`src/rtl/comp_seq_n.sv`:
```
// Sequential magnitude comparator: compares WIDTH-bit operands MSB-first,
// DIGIT bits per cycle, under a start/done handshake. Signed mode flips the
// sign bit on latch (offset-binary) so the scan itself is always unsigned.
// out_y[0] = a<b, out_y[1] = a==b, out_y[2] = a>b.
// Optional macro COMP_EARLY_EXIT_EN: finish on the first differing chunk
// instead of always scanning all WIDTH/DIGIT chunks (result is identical).
module comp_seq_n #(
  parameter int unsigned WIDTH = 8,
  parameter int unsigned DIGIT = 1
) (
  input  logic             clk,
  input  logic             rst,
  input  logic             in_start,
  input  logic [WIDTH-1:0] in_a,
  input  logic [WIDTH-1:0] in_b,
  input  logic             in_signed,
  output logic             out_busy,
  output logic             out_done,
  output logic [0:2]       out_y
);

  localparam int unsigned N  = WIDTH / DIGIT;
  localparam int unsigned IW = (N > 1) ? $clog2(N) : 1;

  if ((WIDTH < 1) || (DIGIT < 1) || ((WIDTH % DIGIT) != 0)) begin : g_cfg_err
    $error("comp_seq_n: WIDTH must be >= 1 and a multiple of DIGIT");
  end

  typedef enum logic [1:0] {StIdle, StScan, StDone} state_e;

  state_e           r_state;
  logic [WIDTH-1:0] r_a;
  logic [WIDTH-1:0] r_b;
  logic [IW-1:0]    r_idx;
  logic             r_busy;
  logic             r_done;
  logic [0:2]       r_y;

  logic [WIDTH-1:0] w_a_sh;
  logic [WIDTH-1:0] w_b_sh;
  logic [DIGIT-1:0] w_ca;
  logic [DIGIT-1:0] w_cb;
  logic             w_lt;
  logic             w_gt;
  logic             w_last;
  logic             w_stop;
  logic             w_fin_lt;
  logic             w_fin_gt;

`ifndef COMP_EARLY_EXIT_EN
  // First differing chunk seen during a full-length scan.
  logic             r_dec;
  logic             r_dec_gt;
`endif

  // Current chunk extraction: shift the chunk under the index up to the MSBs.
  always_comb begin
    w_a_sh = r_a << (r_idx * DIGIT);
    w_b_sh = r_b << (r_idx * DIGIT);
    w_ca   = w_a_sh[WIDTH-1 -: DIGIT];
    w_cb   = w_b_sh[WIDTH-1 -: DIGIT];
    w_lt   = (w_ca < w_cb);
    w_gt   = (w_ca > w_cb);
    w_last = (r_idx == IW'(N - 1));
  end

  // Decide when the scan ends and which result it produces.
  always_comb begin
`ifdef COMP_EARLY_EXIT_EN
    w_stop   = w_lt | w_gt | w_last;
    w_fin_lt = w_lt;
    w_fin_gt = w_gt;
`else
    w_stop   = w_last;
    w_fin_lt = r_dec ? ~r_dec_gt : w_lt;
    w_fin_gt = r_dec ?  r_dec_gt : w_gt;
`endif
  end

  // Control FSM with registered busy/done/result outputs.
  always_ff @(posedge clk) begin
    if (rst) begin
      r_state <= StIdle;
      r_a     <= '0;
      r_b     <= '0;
      r_idx   <= '0;
      r_busy  <= 1'b0;
      r_done  <= 1'b0;
      r_y     <= '0;
`ifndef COMP_EARLY_EXIT_EN
      r_dec    <= 1'b0;
      r_dec_gt <= 1'b0;
`endif
    end else begin
      unique case (r_state)
        StIdle: begin
          r_done <= 1'b0;
          if (in_start) begin
            r_a          <= in_a;
            r_b          <= in_b;
            // Offset-binary: flipping the sign bit makes signed order unsigned.
            r_a[WIDTH-1] <= in_a[WIDTH-1] ^ in_signed;
            r_b[WIDTH-1] <= in_b[WIDTH-1] ^ in_signed;
            r_idx        <= '0;
            r_busy       <= 1'b1;
            r_state      <= StScan;
`ifndef COMP_EARLY_EXIT_EN
            r_dec        <= 1'b0;
            r_dec_gt     <= 1'b0;
`endif
          end
        end
        StScan: begin
          if (w_stop) begin
            r_y[0]  <= w_fin_lt;
            r_y[1]  <= ~(w_fin_lt | w_fin_gt);
            r_y[2]  <= w_fin_gt;
            r_busy  <= 1'b0;
            r_done  <= 1'b1;
            r_state <= StDone;
          end else begin
            r_idx <= r_idx + 1'b1;
`ifndef COMP_EARLY_EXIT_EN
            if (!r_dec && (w_lt || w_gt)) begin
              r_dec    <= 1'b1;
              r_dec_gt <= w_gt;
            end
`endif
          end
        end
        StDone: begin
          r_done  <= 1'b0;
          r_state <= StIdle;
        end
        default: begin
          r_busy  <= 1'b0;
          r_done  <= 1'b0;
          r_state <= StIdle;
        end
      endcase
    end
  end

  assign out_busy = r_busy;
  assign out_done = r_done;
  assign out_y    = r_y;

endmodule

```
`config.mk`:
```
export PLATFORM = sky130hd
export DESIGN_NAME = comp_seq_n
export DESIGN_NICKNAME = d
export VERILOG_FILES = /design/src/rtl/comp_seq_n.sv
export SDC_FILE = /design/constraint.sdc
export NUM_CORES = 1
export LEC_CHECK = 0
export CORE_UTILIZATION = 53
export CTS_CLUSTER_DIAMETER = 40
export CTS_CLUSTER_SIZE = 10
export DETAILED_ROUTE_END_ITERATION = 8
export HOLD_SLACK_MARGIN = 0.03
export PLACE_DENSITY = 0.82
export SETUP_SLACK_MARGIN = 0.3
export SLEW_MARGIN = 30
export SYNTH_ARGS = -nofsm -noshare
export SYNTH_HDL_FRONTEND = slang
export SYNTH_SLANG_ARGS = --single-unit
```
`constraint.sdc`:
```
create_clock -name clk -period 6.62 [get_ports clk]
set_input_delay 1.986 -clock clk [delete_from_list [all_inputs] [get_ports clk]]
set_output_delay 1.986 -clock clk [all_outputs]
set_load 0.1 [all_outputs]
```
==> out/metrics.cfg, run 1 <==
[sta]
finClkSkew_ns = 0.00292
timing.final.crit_share_pct = 57.5
clock.fmax_mhz = 263
total_count_of_max_transition_violations_in_the_final_report = 0
slew-limit-headroom_pct = 35.4
rsz0062_at_grt = no
finalHoldViolations = 0
hold-worst-slack_ns = 0.465
timing.final.crit_period_ns = 3.81
setup_violations = 0
worst-slew-pin-transition_ns = 0.966
fin_setup_tns_ns = 0

[hold_path]
hold-path-endpoint = r_b[4]
holdPathStages = 2
holdCritStartpoint = r_b[4]
holdCritPathClass = flop to flop

[floorplanning]
core_mm2 = 0.00225
chipWidth_um = 51.1
floorplan.initialDensity_pct = 56.8
die_y_um = 51.1
row_count = 17
ios = 25
die_area_mm2 = 0.00262

[cts]
worst_skew_late_latency_ns = 0.33
post_cts_resize_count = 0
hold_buffers = 0
cts_max_path_buffers = 2
postCtsSetupRepairBufs = 0
cts.htree.levels = 1
tritoncts = built
clk_tree_root_cell = sky130_fd_sc_hd__clkbuf_4
tritoncts_num_sinks = 28
cts_made_buffers = 3
clk_pin_slew_worst_paths_ns = 0.14

[route]
drtPass1Iterations = 4
route.detailed.drc = 0
wl_per_cell_um = 13.0
routed-via-count = 1029
route.final.wire_length_mm = 2.42
detail_route.vias_per_cell = 5.53
drtIter0Drc = 14
ant_nets = 0

[power_and_ir_drop]
relative_contribution_of_sequential_cells_to_total_power_pct = 57.5
p_total_mw = 0.321
total_leakage_power_nw = 0.555
power_density_mw_per_mm2 = 210
clock_power_share_pct = 25.8
power.internal_mw = 0.238
net_switching_component_of_the_power_mw = 0.0825
combinational_power_share_pct = 16.7
worst_ir_drop_vdd_v = 0.000160
netSwitchingFraction_pct = 25.7

[placement]
portBuffers = 24
globalplace.congestion = 0.719
detailed_place.area_mm2 = 0.00150
hpwlAfterDp_mm = 1.68

[global_routing]
gr-usage-all-layers_pct = 20.9
pin_count_of_the_biggest_net_entering_global_routing = 30
grt_antenna_before_repair = 0
first_pass_grt_wire_length_mm = 4.06
grt_pass1_vias = 977
global_route.overflow_total = 0

[synthesis]
yosys.area.top_type_share_pct = 43.8
synthesis.area_per_instance_um2 = 9.14
syn-cell-area_mm2 = 0.00128
post_synth_most_frequent_cells = 29 x sky130_fd_sc_hd__nand2_1, 28 x sky130_fd_sc_hd__dfxtp_1, 21 x sky130_fd_sc_hd__a21oi_1
share_of_the_yosys_chip_area_belonging_to_registers_pct = 43.8
synth_enable_flop_cells = 0
synth_warn = 0
yosysMostFrequentCell = sky130_fd_sc_hd__nand2_1
synth.net_count = 164
synth-main-ff-cell = sky130_fd_sc_hd__dfxtp_1
async_reset_ff_share_pct = 0
postSynthCellCount = 140
synth.distinct_cells = 28
cells_taking_the_most_area_after_synthesis = sky130_fd_sc_hd__dfxtp_1 44%, sky130_fd_sc_hd__nand2_1 8.5%, sky130_fd_sc_hd__a21oi_1 8.2%
yosys_register_bits = 28
synth.largest_area_cell = sky130_fd_sc_hd__dfxtp_1

[worst_setup_path]
worst_setup_path_type = flop to output pin
crit-reg2reg-launch = r_idx[0]
timing.critical_path.cells = clkdlybuf4s50_1
setup.reg_to_reg.worst_slack_ns = 4.04
critPathCaptureType = output pin
worst_path_largest_cell_delay_ns = 1.13
crit_required_ns = 4.63
critPathLaunchType = flop
worst_r2r_path_cells = 7
crit_buf_inv = 1
timing.critical_path.slowest_stage_cell = sky130_fd_sc_hd__clkdlybuf4s50_1
worst_path_dominant_cell_family = buffers and inverters
crit_path_max_fanout = 2
regToRegEndpoint = r_dec_gt
worst-endpoint-arrival_ns = 1.82

[finish]
antenna_cells_inserted = 0
multiInputGateArea_um2 = 647
flow.area_growth_from_synthesis_pct = 19.5
ff_latch_area_um2 = 561
number_of_nets_in_the_finished_design = 183
fillerInstances = 203
postLayoutCoreUtil_pct = 67.8
fin_area_mm2 = 0.00153
drive_above_1_share_pct = 8.23

[run_status]
outcome = completed

[flow_run]
cap_violations = 0

==> routing by layer <==
layer / share of wire [%] / vias to the layer above / GRT usage (%)
li1: - / 519 / -
met1: 42 / 476 / 23.3
met2: 52 / 27 / 38.8
met3: 3.4 / 7 / 2.68
met4: 2.3 / 0 / 9.72
met5: 0 / - / 0
==> worst reg2reg max path, cell delays in order (launching register included) <==
cell                        delay [ns]
sky130_fd_sc_hd__dfxtp_1          0.55
sky130_fd_sc_hd__mux4_2           0.54
sky130_fd_sc_hd__mux2i_1          0.19
sky130_fd_sc_hd__inv_1            0.07
sky130_fd_sc_hd__ha_1             0.29
sky130_fd_sc_hd__or4b_4           0.50
sky130_fd_sc_hd__nor4b_2          0.25
sky130_fd_sc_hd__o2bb2ai_1        0.14
==> worst max-delay path by stage <==
stage	from	endpoint	slack, ns	cells after the start
after detailed placement	in_start	r_a[7]	3.02	4
final	out_y[0]	out_y[0]	2.81	1
after floorplan	out_done	out_done	3.71	0
after global routing	out_y[0]	out_y[0]	2.77	1
after global placement	in_start	r_b[7]	3.08	4
after CTS	out_y[0]	out_y[0]	2.81	1
==> power groups by stage <==
stage	Clock [mW]	Combinational, mW	Sequential (mW)
6_report	0.0829	0.0535	0.184
4_1_cts	0.0842	0.0543	0.184
5_1_grt	0.0894	0.0595	0.186
3_3_place_gp	0	0.0518	0.188
3_5_place_dp	0	0.0540	0.188
2_1_floorplan	0	0.0355	0.188
==> registers in the layout (all words and copies together), names as in the netlist <==
register	flops
out_y	3
r_a	8
r_state	2
out_busy	1
r_dec	1
out_done	1
r_idx	3
r_b	8
r_dec_gt	1
==> area by class of cell <==
type                    instances  share of cell area (%)
multi-input cells              98                    42.3
flip-flops and latches         28                    36.7
repair buffers                 24                    15.4
clock buffers                   4                    2.37
well taps                      28                    2.29
inverters                       4                   0.982
==> metrics by stage <==
step           instances  setup slack [ns]
3_3_place_gp         182              3.08
4_1_cts              186              2.81
2_1_floorplan        140              3.71
3_5_place_dp         182              3.02
6_report             186              2.81
5_1_grt              186              2.77
==> cell families after synthesis <==
family	share of synthesized area, %
multiplexers	10.9
buffers and inverters	5.67
AO/OA/AOI/OAI	12.4
AND/OR/NAND/NOR	21.9
XOR/XNOR	1.37
flip-flops	43.8
adder cells (fa/ha/maj)	3.91
==> cells in the final DEF, fill, tap and decap left out, drive strengths merged, types with 2 or more instances in the layout <==
cell type / instances
a211oi: 4
clkbuf: 4
xnor2: 2
nand2b: 3
o21ai: 3
mux2i: 5
nor4b: 2
nand3: 4
inv: 4
ha: 4
nor3: 2
a21oi: 21
clkdlybuf4s50: 23
nor3b: 2
mux4: 4
nor2: 7
or3b: 2
nand2: 29
dfxtp: 28
Power figures use the tool's default switching activity.
==> run 2: changes to the inputs <==
Settings changed: CORE_UTILIZATION 53 to 45, PLACE_DENSITY 0.82 to 0.74.
Clock period 6.62 ns to 3.5 ns, I/O delays scaled along.
==> run 2 against run 1 <==
Worst setup slack worse by 1.9 ns. Worst hold slack worse by 0.0026 ns. Power up 110%. Core utilization fell by 8.1 points. Sequential power rose by 90%. Cell count grew 1.6%. Design area increased by 1.2%. Combinational power grew 89%. Register-to-register slack got worse by 3.1 ns.
==> out/metrics.cfg, run 2 (synthesis results as in run 1) <==
[route]
wl_per_cell_um = 12.1  ; -7.1%
route.final.wire_length_mm = 2.28  ; -5.6%
ant_nets = 0  ; unchanged
detail_route.vias_per_cell = 5.28  ; -4.6%
drtPass1Iterations = 4  ; unchanged
route.detailed.drc = 0  ; unchanged
drtIter0Drc = 14  ; unchanged
routed-via-count = 997  ; -3.1%

[cts]
cts_max_path_buffers = 2  ; unchanged
worst_skew_late_latency_ns = 0.33  ; about the same
clk_tree_root_cell = sky130_fd_sc_hd__clkbuf_4
cts_made_buffers = 3  ; unchanged
cts.htree.levels = 1  ; unchanged
tritoncts_num_sinks = 28  ; unchanged
post_cts_resize_count = 0  ; unchanged
clk_pin_slew_worst_paths_ns = 0.15  ; about the same
postCtsSetupRepairBufs = 0  ; unchanged
tritoncts = built
hold_buffers = 0  ; unchanged

[worst_setup_path]
worst-endpoint-arrival_ns = 2.82  ; +1.00 ns
worst_setup_path_type = flop to flop
critPathCapture = r_dec_gt
critPathLaunchType = flop
regToRegEndpoint = r_dec_gt
crit_path_max_fanout = 7  ; +5
crit_required_ns = 3.77  ; -0.86 ns
crit-reg2reg-launch = r_idx[0]
crit_start = r_idx[0]
setup.reg_to_reg.worst_slack_ns = 0.95  ; -3.09 ns
critPathCaptureType = flop
worst_r2r_path_cells = 7  ; unchanged

[finish]
largest_registers = r_a: 8 flops, r_b: 8 flops
final_cell_mix = 29 x sky130_fd_sc_hd__nand2_1, 28 x sky130_fd_sc_hd__dfxtp_1, 21 x sky130_fd_sc_hd__a21oi_1, 19 x sky130_fd_sc_hd__clkdlybuf4s50_1, 7 x sky130_fd_sc_hd__nor2_1
antenna_cells_inserted = 0  ; unchanged
layout.cells.most_common = sky130_fd_sc_hd__nand2_1
number_of_nets_in_the_finished_design = 184  ; +0.55%
drive_above_1_share_pct = 11.3  ; +3.1 points
flow.area_growth_from_synthesis_pct = 20.9
postLayoutCoreUtil_pct = 59.8  ; -8.1 points
final_cell_count_no_fill = 189  ; +1.6%

[sta]
slew-limit-headroom_pct = 50.4  ; +15 points
setup_violations = 0  ; unchanged
total_count_of_max_transition_violations_in_the_final_report = 0  ; unchanged
timing.final.crit_period_ns = 2.55
fin_setup_tns_ns = 0  ; unchanged
clock.fmax_mhz = 392
rsz0062_at_grt = no
finClkSkew_ns = 0.00875  ; +0.00583 ns
timing.final.crit_share_pct = 73.0
worst-slew-pin-transition_ns = 0.743  ; -0.222 ns
final_critical_path_setup_slack_ns = 0.946  ; -1.87 ns
finalHoldViolations = 0  ; unchanged

[placement]
portBuffers = 24  ; unchanged
hpwlAfterDp_mm = 1.64  ; -2.2%
place.detailed.instances = 185  ; +1.6%
placement.setup.worst_slack_ns = 0.837  ; -2.19 ns
globalplace.congestion = 0.801  ; +11%

[global_routing]
first_pass_grt_wire_length_mm = 4.04  ; -0.52%
gr-usage-all-layers_pct = 16.1  ; -4.8 points
global_route.overflow_total = 0  ; unchanged
grt_pass1_vias = 980  ; +0.31%
grt_antenna_before_repair = 0  ; unchanged
pin_count_of_the_biggest_net_entering_global_routing = 20  ; -33%

[floorplanning]
row_count = 18  ; +1
core_mm2 = 0.00259  ; +15%
die_area_mm2 = 0.00306  ; +17%
die_y_um = 55.3  ; +8.2%
floorplan.initialDensity_pct = 49.4  ; -7.3 points
ios = 25  ; unchanged
chipWidth_um = 55.3  ; +8.2%

[hold_path]
holdCritPathClass = flop to flop

[power_and_ir_drop]
power_density_mw_per_mm2 = 426  ; +100%
total_leakage_power_nw = 0.576  ; +3.9%
worst_ir_drop_vdd_v = 0.000296  ; +85%
p_total_mw = 0.660  ; +110%

[flow_run]
cap_violations = 0  ; unchanged

[run_status]
outcome = completed

run 2: changes by cell type in the layout (fill, tap and decap cells not counted):
| cell | before | now |
|---|---|---|
| sky130_fd_sc_hd__buf_4 | 0 | 6 |
| sky130_fd_sc_hd__clkdlybuf4s50_1 | 23 | 19 |
| sky130_fd_sc_hd__buf_2 | 1 | 0 |
| sky130_fd_sc_hd__bufinv_16 | 0 | 1 |
| sky130_fd_sc_hd__clkbuf_8 | 1 | 0 |
run 2: metal layers:
metal  part of all wire (%)  routed length (um)  vias to the layer above  GRT usage, %
met5                      0                   0                        -             0
met4                   0.88                  20                        0          7.50
met3                    2.8                  65                        2          2.34
met2                     49                1110                       16          28.6
met1                     47                1080                      458          19.1
li1                       -                   -                      521             -
run 2: worst min-delay path by stage:
| stage | from | endpoint | slack [ns] | cells after the start |
|---|---|---|---|---|
| 2_1_floorplan | r_a[3] | r_a[3] | 0.43 | 2 |
| 3_3_place_gp | r_a[0] | r_a[0] | 0.44 | 2 |
| 3_5_place_dp | r_b[2] | r_b[2] | 0.45 | 2 |
| 4_1_cts | r_b[2] | r_b[2] | 0.47 | 2 |
| 5_1_grt | r_b[2] | r_b[2] | 0.49 | 2 |
| 6_report | r_b[4] | r_b[4] | 0.46 | 2 |
run 2: final cells by class:
class / count / area (um^2)
clock buffers: 3 / 22.5
inverters: 4 / 15.0
repair buffers: 25 / 235
well taps: 30 / 37.5
multi-input cells: 98 / 647
flip-flops and latches: 28 / 561
clock inverters: 1 / 30.0
fillers: 232 / 1040
run 2: power by group:
| part | leakage, nW | internal (mW) | switching [mW] |
|---|---|---|---|
| Clock | 0.0279 | 0.116 | 0.0939 |
| Combinational | 0.319 | 0.0530 | 0.0482 |
| Sequential | 0.229 | 0.335 | 0.0138 |
| Total | 0.576 | 0.504 | 0.156 |
run 2: stage by stage:
step                area [um^2]  hold WS [ns]
floorplan                  1280         0.433
global placement           1500         0.442
detailed placement         1500         0.448
CTS                        1550         0.467
global route               1550         0.487
finish                     1550         0.463
run 2: worst max-delay path, stage by stage (launching register included):
cell and delay, ns:
sky130_fd_sc_hd__dfxtp_1 0.55, sky130_fd_sc_hd__mux4_2 0.54, sky130_fd_sc_hd__mux2i_1 0.19, sky130_fd_sc_hd__inv_1 0.06, sky130_fd_sc_hd__ha_1 0.29, sky130_fd_sc_hd__or4b_4 0.49
sky130_fd_sc_hd__nor4b_2 0.23, sky130_fd_sc_hd__o2bb2ai_1 0.14
